## src/rtl/sipo_frame_rx.sv

```systemverilog
`default_nettype none
// ============================================================================
// Module   : sipo_frame_rx
// Purpose  : Serial-to-parallel frame receiver. Samples one bit of `si` per
//            clock, recognises a start-bit framed word (LSB first), checks an
//            optional even-parity bit and the stop bit, and hands the word to
//            a valid/ready holding register. Bad frames and overruns are
//            reported as one-cycle error pulses.
// Ports    : clk        - clock, rising edge
//            rst        - asynchronous active-high reset
//            si         - serial line, idle high
//            rx_data    - received word (first bit received in bit 0)
//            rx_valid   - rx_data holds an undelivered word
//            rx_ready   - consumer accepts when rx_valid && rx_ready
//            parity_err - pulse: parity mismatch, word discarded
//            frame_err  - pulse: stop bit low, word discarded
//            overrun    - pulse: good word dropped, holding register full
// Revision : 1.0 - initial release
// ============================================================================
module sipo_frame_rx #(
    parameter int WIDTH     = 8,
    parameter int PARITY_EN = 1
) (
    input  logic             clk,
    input  logic             rst,
    input  logic             si,
    output logic [WIDTH-1:0] rx_data,
    output logic             rx_valid,
    input  logic             rx_ready,
    output logic             parity_err,
    output logic             frame_err,
    output logic             overrun
);

    localparam int CNT_W = (WIDTH > 2) ? $clog2(WIDTH) : 1;
    localparam logic [CNT_W-1:0] C_LAST_BIT = CNT_W'(WIDTH - 1);

    localparam logic [2:0] S_IDLE   = 3'd0;
    localparam logic [2:0] S_DATA   = 3'd1;
    localparam logic [2:0] S_PARITY = 3'd2;
    localparam logic [2:0] S_STOP   = 3'd3;
    localparam logic [2:0] S_BREAK  = 3'd4;

    logic [2:0]       r_state,  w_state_d;
    logic [CNT_W-1:0] r_cnt,    w_cnt_d;
    logic [WIDTH-1:0] r_shift,  w_shift_d;
    logic             r_par,    w_par_d;
    logic [WIDTH-1:0] r_data,   w_data_d;
    logic             r_valid,  w_valid_d;
    logic             r_perr,   w_perr_d;
    logic             r_ferr,   w_ferr_d;
    logic             r_ovr,    w_ovr_d;

    logic w_par_bad;
    logic w_take;
    logic w_good;

    // Even parity: data bits XOR parity bit must be zero. Without a parity
    // bit the check is disabled and r_par is never written.
    assign w_par_bad = (PARITY_EN != 0) && ((^r_shift) ^ r_par);
    assign w_take    = r_valid && rx_ready;
    assign w_good    = (r_state == S_STOP) && si && !w_par_bad;

    always_comb begin
        w_state_d = r_state;
        w_cnt_d   = r_cnt;
        w_shift_d = r_shift;
        w_par_d   = r_par;
        w_data_d  = r_data;
        w_valid_d = r_valid;
        w_perr_d  = 1'b0;
        w_ferr_d  = 1'b0;
        w_ovr_d   = 1'b0;

        // Consumer handshake; a same-cycle load below overrides the clear.
        if (w_take) begin
            w_valid_d = 1'b0;
        end

        case (r_state)
            S_IDLE: begin
                if (!si) begin
                    w_state_d = S_DATA;
                    w_cnt_d   = '0;
                end
            end
            S_DATA: begin
                w_shift_d[r_cnt] = si;
                w_cnt_d          = r_cnt + 1'b1;
                if (r_cnt == C_LAST_BIT) begin
                    w_state_d = (PARITY_EN != 0) ? S_PARITY : S_STOP;
                end
            end
            S_PARITY: begin
                w_par_d   = si;
                w_state_d = S_STOP;
            end
            S_STOP: begin
                if (!si) begin
                    // Frame error outranks parity error.
                    w_ferr_d  = 1'b1;
                    w_state_d = S_BREAK;
                end else begin
                    w_state_d = S_IDLE;
                    if (w_par_bad) begin
                        w_perr_d = 1'b1;
                    end else if (!r_valid || w_take) begin
                        w_data_d  = r_shift;
                        w_valid_d = 1'b1;
                    end else begin
                        w_ovr_d = 1'b1;
                    end
                end
            end
            S_BREAK: begin
                // A held-low line is not a start bit; wait for it to rise.
                if (si) begin
                    w_state_d = S_IDLE;
                end
            end
            default: begin
                w_state_d = S_IDLE;
            end
        endcase
    end

    always_ff @(posedge clk or posedge rst) begin
        if (rst) begin
            r_state <= S_IDLE;
            r_cnt   <= '0;
            r_shift <= '0;
            r_par   <= 1'b0;
            r_data  <= '0;
            r_valid <= 1'b0;
            r_perr  <= 1'b0;
            r_ferr  <= 1'b0;
            r_ovr   <= 1'b0;
        end else begin
            r_state <= w_state_d;
            r_cnt   <= w_cnt_d;
            r_shift <= w_shift_d;
            r_par   <= w_par_d;
            r_data  <= w_data_d;
            r_valid <= w_valid_d;
            r_perr  <= w_perr_d;
            r_ferr  <= w_ferr_d;
            r_ovr   <= w_ovr_d;
        end
    end

    assign rx_data    = r_data;
    assign rx_valid   = r_valid;
    assign parity_err = r_perr;
    assign frame_err  = r_ferr;
    assign overrun    = r_ovr;

endmodule
`default_nettype wire
```

## config.mk

```make
export PLATFORM = sky130hd
export DESIGN_NAME = sipo_frame_rx
export DESIGN_NICKNAME = d
export VERILOG_FILES = /design/src/rtl/sipo_frame_rx.sv
export SDC_FILE = /design/constraint.sdc
export NUM_CORES = 1
export LEC_CHECK = 0
export BUFFER_PORTS_ARGS = -buffer_cell sky130_fd_sc_hd__buf_2
export CORE_MARGIN = 1.5
export CORE_UTILIZATION = 35
export CTS_CLUSTER_SIZE = 16
export DETAILED_ROUTE_END_ITERATION = 7
export HOLD_SLACK_MARGIN = 0.03
export MAX_ROUTING_LAYER = met4
export PLACE_DENSITY = 0.51
export SKIP_CTS_REPAIR_TIMING = 1
export SKIP_LAST_GASP = 1
export SYNTH_ARGS = -nofsm -noshare
export SYNTH_HDL_FRONTEND = slang
export SYNTH_SLANG_ARGS = --single-unit
```

## constraint.sdc

```tcl
create_clock -name clk -period 5 [get_ports clk]
set_input_delay 1 -clock clk [delete_from_list [all_inputs] [get_ports clk]]
set_output_delay 1 -clock clk [all_outputs]
set_load 0.02 [all_outputs]
```

---- Word level (Yosys, flattened, before mapping) ----
Index checks and enable logic that the tools add are counted.
operators by class
  $add $sub $neg .......................... 1
  order comparisons ....................... 2
  eq/ne operators ......................... 8
  multiplexer cells ....................... 24
  bitwise operators ....................... 2
  reductions and logical operators ........ 10
operator list
  kind                   count
  $mux W1                15
  $mux W3                5
  $pmux W3 S5            1
  $bwmux W8              1
  $reduce_xor A8 Y1      1
  $eq A3 B2 Y1 const B   2
  $eq A3 B3 Y1 const B   2
  $ne A2 B2 Y1 const B   3
  $pmux W3 S2            1
  $lt A3 B4 Y1 const B   1
  $reduce_and A4 Y1      1
  $add A3 B1 Y3 const B  1
  $demux W1 S3           1
  $eq A3 B1 Y1 const B   1
  $ge A3 B1 Y1 const B   1
  $logic_not A3 Y1       1
  $reduce_and A3 Y1      1
  $logic_and A1 B1 Y1    2
  $reduce_and A2 Y1      1
  $reduce_bool A2 Y1     1
  $logic_not A1 Y1       1
  $logic_or A1 B1 Y1     1
  $not A1 Y1             1
  $xor A1 B1 Y1          1
storage, ports and cells
  register bits ........................... 27
  input bits .............................. 4
  output and inout bits ................... 12
  word-level logic and storage cells ...... 56

---- Logic depth before layout (Yosys ltp) ----
Gate-level depths: netlist of the first run.
  depth after elaboration ................. 6
  gate-level depth with buffers ........... 5
  gate-level depth less buffers ........... 5

---- Least setup slack after synthesis of the first run ----
OpenSTA, ideal clock, no wires.
  path type ............................... input to register
  start point ............................. in si
  end point ............................... reg r_data[0], in the netlist rx_data[0]
  library setup time ...................... 0.125 ns
  arrival time ............................ 1.946 ns
  data required time ...................... 4.875 ns
  slack ................................... 2.930 ns
  stages on the path ...................... 4
  path buffers ............................ 0
  cells stage by stage .................... nand4b_1 > nor3b_1 > mux2i_4 > mux2_2
between the ends
  word-level cells in the longest chain between the ends .. 1
ends and longest elaborated chain
  item                                line  text
  from (decl)                         26    input logic si,
  $reduce_and A4 Y1 (no source line)  --
  to (signal assigned)                143   r_data <= w_data_d;
  to (decl)                           48    logic [WIDTH-1:0] r_data, w_data_d;
Every way passes these cells.
A chain may end at the register's enable or synchronous reset.

---- Worst setup path in the final report of the first run ----
  start point ............................. in si
  end point ............................... reg r_data[7], in the netlist rx_data[7]
Same word-level chain as after synthesis.

==> results of run 1 <==
-- layout by cell type, fill, tap and decap left out, drive strengths merged, types with 2 or more instances in the layout --
master and count:
o21ai 3, nor3b 2, nand2b 2, a21oi 3, nand3 3, ha 2, xnor2 2, xnor3 2
nor2b 5, buf 15, inv 4, dfrtp 27, mux2 16, nand2 7, a22o 2, nor2 5
clkbuf 4, nor3 2, xor2 2
-- layout make-up --
class,count,area [sq um]
Timing Repair Buffer,15,75.1
Tap cell,46,57.6
Clock buffer,4,26.3
Inverter,4,15.0
Fill cell,365,1980
Multi-Input combinational cell,65,529
Sequential cell,27,676
-- logic make-up after synthesis --
kind of cell | share of synthesized area
fa+ha+maj | 0.0203
mux | 0.164
simple gates | 0.123
buf+inv | 0.0223
xor+xnor | 0.0660
flops | 0.548
compound gates | 0.0558
-- Yosys cell counts --
master    count  area share
a21o_1        1      0.0061
o31ai_1       1      0.0061
nand4b_1      1      0.0071
mux2i_4       1       0.018
a31oi_1       1      0.0051
clkbuf_1      2      0.0061
o21ai_0       3       0.012
xnor2_1       2       0.014
nand2b_1      2       0.010
nand3b_1      1      0.0061
dfrtp_1      27        0.55
inv_1         4       0.012
a22o_1        2       0.014
buf_2         1      0.0041
xnor3_2       1       0.019
nor2b_1       5       0.025
and2_1        1      0.0051
ha_1          2       0.020
xor2_1        2       0.014
nand3_1       3       0.012
a21oi_1       3       0.012
mux2_2       16        0.15
nand2_1       7       0.021
xnor3_1       1       0.018
nor3b_1       2       0.012
nor2_1        5       0.015
nor3_1        2      0.0081
-- power breakdown --
| part | internal [W] | switching (W) |
|---|---|---|
| clock network | 0.0000312 | 0.0000610 |
| logic | 0.000253 | 0.000205 |
| registers | 0.000305 | 0.0000769 |
-- through the flow --
| stage | power, W | hold WS [ns] | instances | setup WS (ns) | util |
|---|---|---|---|---|---|
| after global placement | 0.000851 | 0.484 | 157 | 2.59 | 0.402 |
| after CTS | 0.000951 | 0.525 | 161 | 2.92 | 0.410 |
| after global routing | 0.00102 | 0.549 | 161 | 2.86 | 0.410 |
| final | 0.000933 | 0.516 | 161 | 2.93 | 0.410 |
| after floorplan | 0.000762 | 0.493 | 99 | 2.93 | - |
| after detailed placement | 0.000854 | 0.489 | 157 | 2.56 | 0.402 |
-- registers in the layout (all words and copies together), names as in the netlist --
signal / cells
parity_err: 1
r_shift: 8
frame_err: 1
rx_valid: 1
r_par: 1
r_cnt: 3
overrun: 1
r_state: 3
rx_data: 8
-- worst register-to-register path, delay by kind of cell (launching register included) --
family / cells / cell delay, ns
muxes: 2 / 0.77
xor gates and xnor gates: 2 / 0.61
DFF: 1 / 0.43
-- routing by layer --
| metal | global-route usage | routed length, um | vias to the layer above |
|---|---|---|---|
| met4 | 0.0583 | 18 | 0 |
| met5 | - | 0 | - |
| li1 | - | - | 378 |
| met1 | 0.168 | 1020 | 368 |
| met3 | 0.0217 | 59 | 2 |
| met2 | 0.167 | 847 | 12 |
-- worst max-delay path by stage --
stage / depth (start not counted) / slack, ns / to / start
after floorplan: 4 / 2.93 / rx_data[0] / si
after global placement: 5 / 2.59 / rx_data[6] / si
after detailed placement: 5 / 2.56 / rx_data[2] / si
after CTS: 5 / 2.92 / rx_data[4] / si
after global routing: 5 / 2.86 / rx_data[5] / si
final: 5 / 2.93 / rx_data[7] / si
==> impl_metrics.py, run 1 <==
metrics = {
    "route": {
        "dr.first_iter.drc_count": 26,
        "drt-total-wl_um": 1950,
        "vias": 760,
        "drtAntennaViolNets": 0,
        "wire_per_inst_um": 12.1,
        "viasPerCell": 4.72,
        "drtPass1Iterations": 4,
        "drcViolationCount": 0,
    },
    "finish": {
        "fin_nets": 122,
        "areaGrowthSynthToFinish_pct": 11.9,
        "finalInstanceArea_sq_mm": 0.00138,
        "diodes": 0,
        "drive_gt1_frac": 0.313,
    },
    "pwr": {
        "leakagePower_nw": 0.656,
        "power.density_mw_per_mm2": 676,
        "ir_drop_mv": 0.207,
    },
    "sta": {
        "finalCriticalPeriod_ns": 2.07,
        "finalHoldViolCount": 0,
        "slew-limit-headroom": 0.321,
        "setup_viol": 0,
        "max_freq_mhz": 482,
        "slew_viol_final": 0,
        "setup_tns_ns": 0,
        "rsz0062_at_grt": "no",
        "skew_ns": 0.00920,
        "worst_slew_pin_slew_ns": 1.02,
        "finalCritPeriodShare": 0.415,
    },
    "grt": {
        "grt_pass1_vias": 745,
        "grt_pass1_wl_um": 3530,
        "grt_use_total": 0.120,
        "antenna_found_initial": 0,
        "grt_overflow": 0,
        "grt_max_degree": 28,
    },
    "worst_setup_path": {
        "path_class": "in -> reg",
        "critical_path_required_ns": 5.21,
        "reg2reg_slack_ns": 3.10,
        "crit_arrival_ns": 2.29,
        "slowest_delay_ns": 0.36,
        "r2r_cells": 4,
        "crit_buf_inv": 1,
        "cp_slowest_cell": "nor3b_1",
        "path_cells": "buf_2 -> nand4b_1 -> nor3b_1 -> mux2i_4 -> mux2_2",
        "end_kind": "register",
        "crit_family": "simple AND/OR/NAND/NOR gates",
        "reg2reg_to": "rx_data[7]",
        "reg2reg_from": "r_shift[3]",
        "startpoint_type": "input pin",
        "critPathMaxFanout": 13,
    },
    "flow_run": {
        "maxCapViolCount": 0,
    },
    "yosys": {
        "avgSynthCellArea_sq_um": 12.4,
        "netlist_area_sq_mm": 0.00123,
        "syn-num-nets": 105,
        "synth_cells": 99,
        "synth_cell_type_count": 27,
        "ys_seq_area_frac": 0.548,
        "synth-seq-cells": 27,
        "ys.warnings.count": 0,
    },
    "clocking": {
        "cts_buffer_depth": 2,
        "htreeDepth": 1,
        "cts_num_sinks": 27,
        "clk_latency_ns": 0.32,
        "cts_root_buffer": "clkbuf_4",
        "cts_made_buffers": 3,
        "clk_pin_slew_ns": 0.13,
        "cts_tree": "built",
    },
    "placement": {
        "gp_congestion": 0.770,
        "postPlaceCellArea_sq_mm": 0.00135,
        "hpwl_um": 1410,
        "portBuffers": 15,
    },
    "die": {
        "rows": 21,
        "pin_count": 16,
        "die_h_um": 62.3,
        "start_util": 0.366,
        "core_sq_mm": 0.00336,
        "die_x_um": 62.3,
        "floorplan.die_area_sq_mm": 0.00389,
    },
    "min_path": {
        "hold_path_startpoint": "rx_data[0]",
        "hold_class": "reg -> reg",
        "holdPathEnd": "rx_data[0]",
        "hold_depth": 1,
    },
    "outcome": {
        "outcome": "complete, no violations",
    },
}
No activity file was read; power rests on OpenSTA's default activity.
==> run 2: changes to the inputs <==
clock period = 2 ns   (was 5 ns; I/O delays follow)
==> run 2 against run 1 <==
- via count is 0.66% higher
- flip-flop and latch count stayed put
- sequential share of layout area is 1.7 points lower
- count of clock-buffer cells in the layout stayed put
- core utilization is 1.5 points higher
- power grew to 2.5 times the previous value
- highest routed layer unchanged
- combinational power grew to 2.6 times the previous value
- cell count is 3.1% higher
- hold slack worse by 0.41 ns
- clock skew is 0.0073 ns lower
- wire length is 7.6% higher
- first-iteration DRC count is 62% lower
==> impl_metrics.py, run 2 (same netlist as run 1, synthesis figures left out) <==
metrics = {
    "outcome": {
        "outcome": "complete, no violations",
    },
    "finish": {
        "layout_commonest_cell": "dfrtp_1",
        "fin_util": 0.425,
        "fin_nets": 127,
        "diodes": 0,
        "final_cell_mix": "27 x dfrtp_1, 16 x mux2_2, 15 x buf_2, 7 x nand2_1",
        "nFillCells": 339,
        "drive_gt1_frac": 0.342,
        "areaGrowthSynthToFinish_pct": 15.9,
    },
    "worst_setup_path": {
        "r2r_cells": 5,
        "crit_family": "XOR/XNOR gates",
        "crit_arrival_ns": 2.09,
        "critPathMaxFanout": 8,
        "end_kind": "register",
        "critical_path_required_ns": 2.22,
        "crit_buf_inv": 1,
        "path_class": "reg -> reg",
        "slowest_delay_ns": 0.44,
        "crit_cells": 5,
        "path_cells": "xor2_1 -> xnor3_2 -> mux2i_4 -> buf_12 -> mux2_2",
        "cp_slowest_cell": "xnor3_2",
        "startpoint_type": "register",
    },
    "die": {
        "pin_count": 16,
        "floorplan.die_area_sq_mm": 0.00389,
        "start_util": 0.366,
        "core_sq_mm": 0.00336,
        "rows": 21,
        "die_x_um": 62.3,
        "die_h_um": 62.3,
    },
    "clocking": {
        "clk_pin_slew_ns": 0.14,
        "htreeDepth": 1,
        "cts_buffer_depth": 2,
        "cts_made_buffers": 3,
        "cts_root_buffer": "clkbuf_4",
        "cts_num_sinks": 27,
        "cts_tree": "built",
        "clk_latency_ns": 0.32,
    },
    "route": {
        "drcViolationCount": 0,
        "drt-total-wl_um": 2100,
        "viasPerCell": 4.61,
        "wl_met1_um": 1100,
        "drtPass1Iterations": 2,
        "drtAntennaViolNets": 0,
        "vias": 765,
        "wire_per_inst_um": 12.6,
        "highest_layer": "met4",
        "wl_met3_um": 48,
        "dr_wl_met2_um": 927,
        "dr.first_iter.drc_count": 10,
    },
    "grt": {
        "grt_max_degree": 28,
        "grt_use_total": 0.123,
        "grt_pass1_wl_um": 3590,
        "grt_overflow": 0,
        "grt_pass1_vias": 749,
        "antenna_found_initial": 0,
    },
    "sta": {
        "setup_viol": 0,
        "finalCritPeriodShare": 0.933,
        "worst_slew_pin_slew_ns": 0.385,
        "skew_ns": 0.00188,
        "slew-limit-headroom": 0.743,
        "setup_tns_ns": 0,
        "finalCriticalPeriod_ns": 1.87,
        "finalHoldViolCount": 0,
        "rsz0062_at_grt": "no",
        "max_freq_mhz": 536,
        "slew_viol_final": 0,
    },
    "placement": {
        "portBuffers": 15,
        "gp_congestion": 0.683,
        "hpwl_um": 1500,
    },
    "pwr": {
        "leakagePower_nw": 0.685,
        "power.density_mw_per_mm2": 1650,
        "total_power_w": 0.00235,
        "ir_drop_mv": 0.621,
    },
    "flow_run": {
        "maxCapViolCount": 0,
    },
    "min_path": {
        "hold_class": "in -> async",
    },
}
run 2: area by class of cell:
class | instances | area [sq um] | area share
Clock buffer | 4 | 26.3 | 0.0184
Tap cell | 46 | 57.6 | 0.0403
Inverter | 4 | 15.0 | 0.0105
Multi-Input combinational cell | 65 | 529 | 0.370
Timing Repair Buffer | 20 | 125 | 0.0876
Sequential cell | 27 | 676 | 0.473
run 2: path summary, 6_finish.rpt:
| check | start | endpoint | slack, ns |
|---|---|---|---|
| min reg2reg | rx_data[2] | rx_data[2] | 0.52 |
| max | r_shift[3] | rx_data[5] | 0.13 |
| min in group clk | rx_ready | overrun | 0.35 |
| max reg2reg | r_shift[3] | rx_data[5] | 0.13 |
| min | rst | r_shift[0] | 0.11 |
| max in group asynchronous | rst | r_cnt[1] | 1.64 |
run 2: per-stage QoR:
stage / worst slack [ns] / cell area, sq um / hold slack (ns) / std cells
floorplan: 0.220 / 1230 / 0.453 / 99
global placement: 0.102 / 1380 / 0.478 / 161
detailed placement: 0.0735 / 1380 / 0.481 / 161
CTS: 0.0544 / 1410 / 0.107 / 165
global route: 0.0538 / 1430 / 0.122 / 166
finish: 0.134 / 1430 / 0.110 / 166
run 2: worst min-delay path, delay by kind of cell:
family	cells	cell delay [ns]
buf+inv	3	0.45
run 2: power by group:
part | leakage (nW) | switching [W] | internal [W] | total (W)
Combinational | 0.326 | 0.000531 | 0.000649 | 0.00118
Sequential | 0.343 | 0.000185 | 0.000756 | 0.000940
Clock | 0.0150 | 0.000154 | 0.0000780 | 0.000232
run 2: routing by layer:
metal / vias to the layer above / GRT usage
met5: - / -
met4: 0 / 0.0250
met3: 2 / 0.0326
met2: 9 / 0.186
met1: 368 / 0.169
li1: 386 / -
==> run 3: changes to the inputs <==
CORE_UTILIZATION = 50   (was 35)
PLACE_DENSITY = 0.69   (was 0.51)
==> run 3 against run 2 <==
- power is 0.91% higher
- sequential share of layout area rose by 1.7 points
- combinational power is essentially flat
- flip-flop and latch count stayed put
- maximum frequency is 3.2% lower
- die area is 29% lower
- register-to-register slack worse by 0.06 ns
- count of clock-buffer cells in the layout did not move
- clock skew is 0.0067 ns higher
- non-clock buffer count down 2
- cell count down 12%
- critical path type unchanged
==> impl_metrics.py, run 3 (same netlist as run 1, synthesis figures left out) <==
metrics = {
    "sta": {
        "finalCritPeriodShare": 0.964,
        "worst_slew_pin_slew_ns": 0.357,
        "setup_tns_ns": 0,
        "rsz0062_at_grt": "no",
        "setup_viol": 0,
        "slew-limit-headroom": 0.757,
        "finalHoldViolCount": 0,
        "finalCriticalPeriod_ns": 1.93,
        "max_freq_mhz": 519,
        "skew_ns": 0.00859,
        "slew_viol_final": 0,
    },
    "clocking": {
        "htreeDepth": 1,
        "clk_latency_ns": 0.32,
        "cts_made_buffers": 3,
        "cts_tree": "built",
        "cts_num_sinks": 27,
        "cts_root_buffer": "clkbuf_4",
        "clk_pin_slew_ns": 0.14,
        "cts_buffer_depth": 2,
    },
    "grt": {
        "grt_pass1_vias": 707,
        "grt_max_degree": 28,
        "grt_overflow": 0,
        "antenna_found_initial": 0,
        "grt_use_total": 0.169,
        "grt_pass1_wl_um": 3110,
    },
    "route": {
        "drt-total-wl_um": 2010,
        "wire_per_inst_um": 13.7,
        "viasPerCell": 5.25,
        "drtPass1Iterations": 4,
        "dr.first_iter.drc_count": 7,
        "drcViolationCount": 0,
        "vias": 767,
        "drtAntennaViolNets": 0,
    },
    "worst_setup_path": {
        "path_class": "reg -> reg",
        "startpoint_type": "register",
        "critPathMaxFanout": 8,
        "critical_path_required_ns": 2.21,
        "cp_slowest_cell": "xnor3_2",
        "end_kind": "register",
        "slowest_delay_ns": 0.44,
        "crit_arrival_ns": 2.14,
        "path_cells": "xor2_1 -> xnor3_2 -> mux2i_4 -> mux2_2",
    },
    "placement": {
        "portBuffers": 15,
        "hpwl_um": 1480,
        "placed_cells": 142,
        "postPlaceCellArea_sq_mm": 0.00135,
        "gp_congestion": 0.826,
    },
    "die": {
        "rows": 17,
        "die_x_um": 52.6,
        "core_sq_mm": 0.00228,
        "pin_count": 16,
        "floorplan.die_area_sq_mm": 0.00277,
        "start_util": 0.542,
        "die_h_um": 52.6,
    },
    "flow_run": {
        "maxCapViolCount": 0,
    },
    "finish": {
        "nFillCells": 179,
        "fin_cells": 146,
        "layout_commonest_cell": "dfrtp_1",
        "finalInstanceArea_sq_mm": 0.00138,
        "diodes": 0,
        "drive_gt1_frac": 0.331,
        "areaGrowthSynthToFinish_pct": 11.9,
        "final_cell_mix": "27 x dfrtp_1, 16 x mux2_2, 15 x buf_2, 7 x nand2_1",
        "fin_nets": 125,
    },
    "pwr": {
        "leakagePower_nw": 0.670,
        "total_power_w": 0.00237,
        "ir_drop_mv": 0.847,
        "power.density_mw_per_mm2": 1720,
    },
    "min_path": {
        "hold_class": "in -> async",
    },
    "outcome": {
        "outcome": "complete, no violations",
    },
}
[run 3: metal layers]
layer,GRT usage,routed length [um]
met2,0.265,967
met5,-,0
met4,0.0897,34
met1,0.206,942
met3,0.0343,63
[run 3: worst paths after layout]
check                                 from    endpoint  slack (ns)  cells after the start
worst max-delay path            r_shift[3]  rx_data[2]        0.07                      4
worst min-delay path                   rst  rx_data[1]        0.11                      3
worst max register to register  r_shift[3]  rx_data[2]        0.07                      4
worst min register to register  rx_data[1]  rx_data[1]        0.52                      1
max in group asynchronous              rst    r_cnt[0]        1.64                      3
min in group clk                  rx_ready     overrun        0.36                      3
[run 3: through the flow]
stage	hold WS (ns)	setup slack, ns	util
2_1_floorplan	0.453	0.220	-
6_report	0.108	0.0729	0.606
4_1_cts	0.112	0.0577	0.606
3_3_place_gp	0.470	0.0950	0.594
3_5_place_dp	0.477	0.0747	0.594
5_1_grt	0.108	0.00476	0.606
[run 3: where the power goes]
group,leakage [nW],total [W],switching (W),internal [W]
Combinational,0.312,0.00119,0.000543,0.000651
Clock,0.0150,0.000228,0.000150,0.0000780
Sequential,0.343,0.000952,0.000189,0.000763
Total,0.670,0.00237,0.000881,0.00149
[run 3: area by class of cell]
type	count	area [sq um]	share of cell area
multi-input cells	65	529	0.384
clock buffers	4	26.3	0.0191
repair buffers	18	97.6	0.0708
inverters	4	15.0	0.0109
well taps	28	35.0	0.0254
flip-flops and latches	27	676	0.490
[run 3: critical path: cells and delay by family (launching register included)]
family / cells / cell delay [ns]
mux: 2 / 0.78
xor+xnor: 2 / 0.61
flops: 1 / 0.43
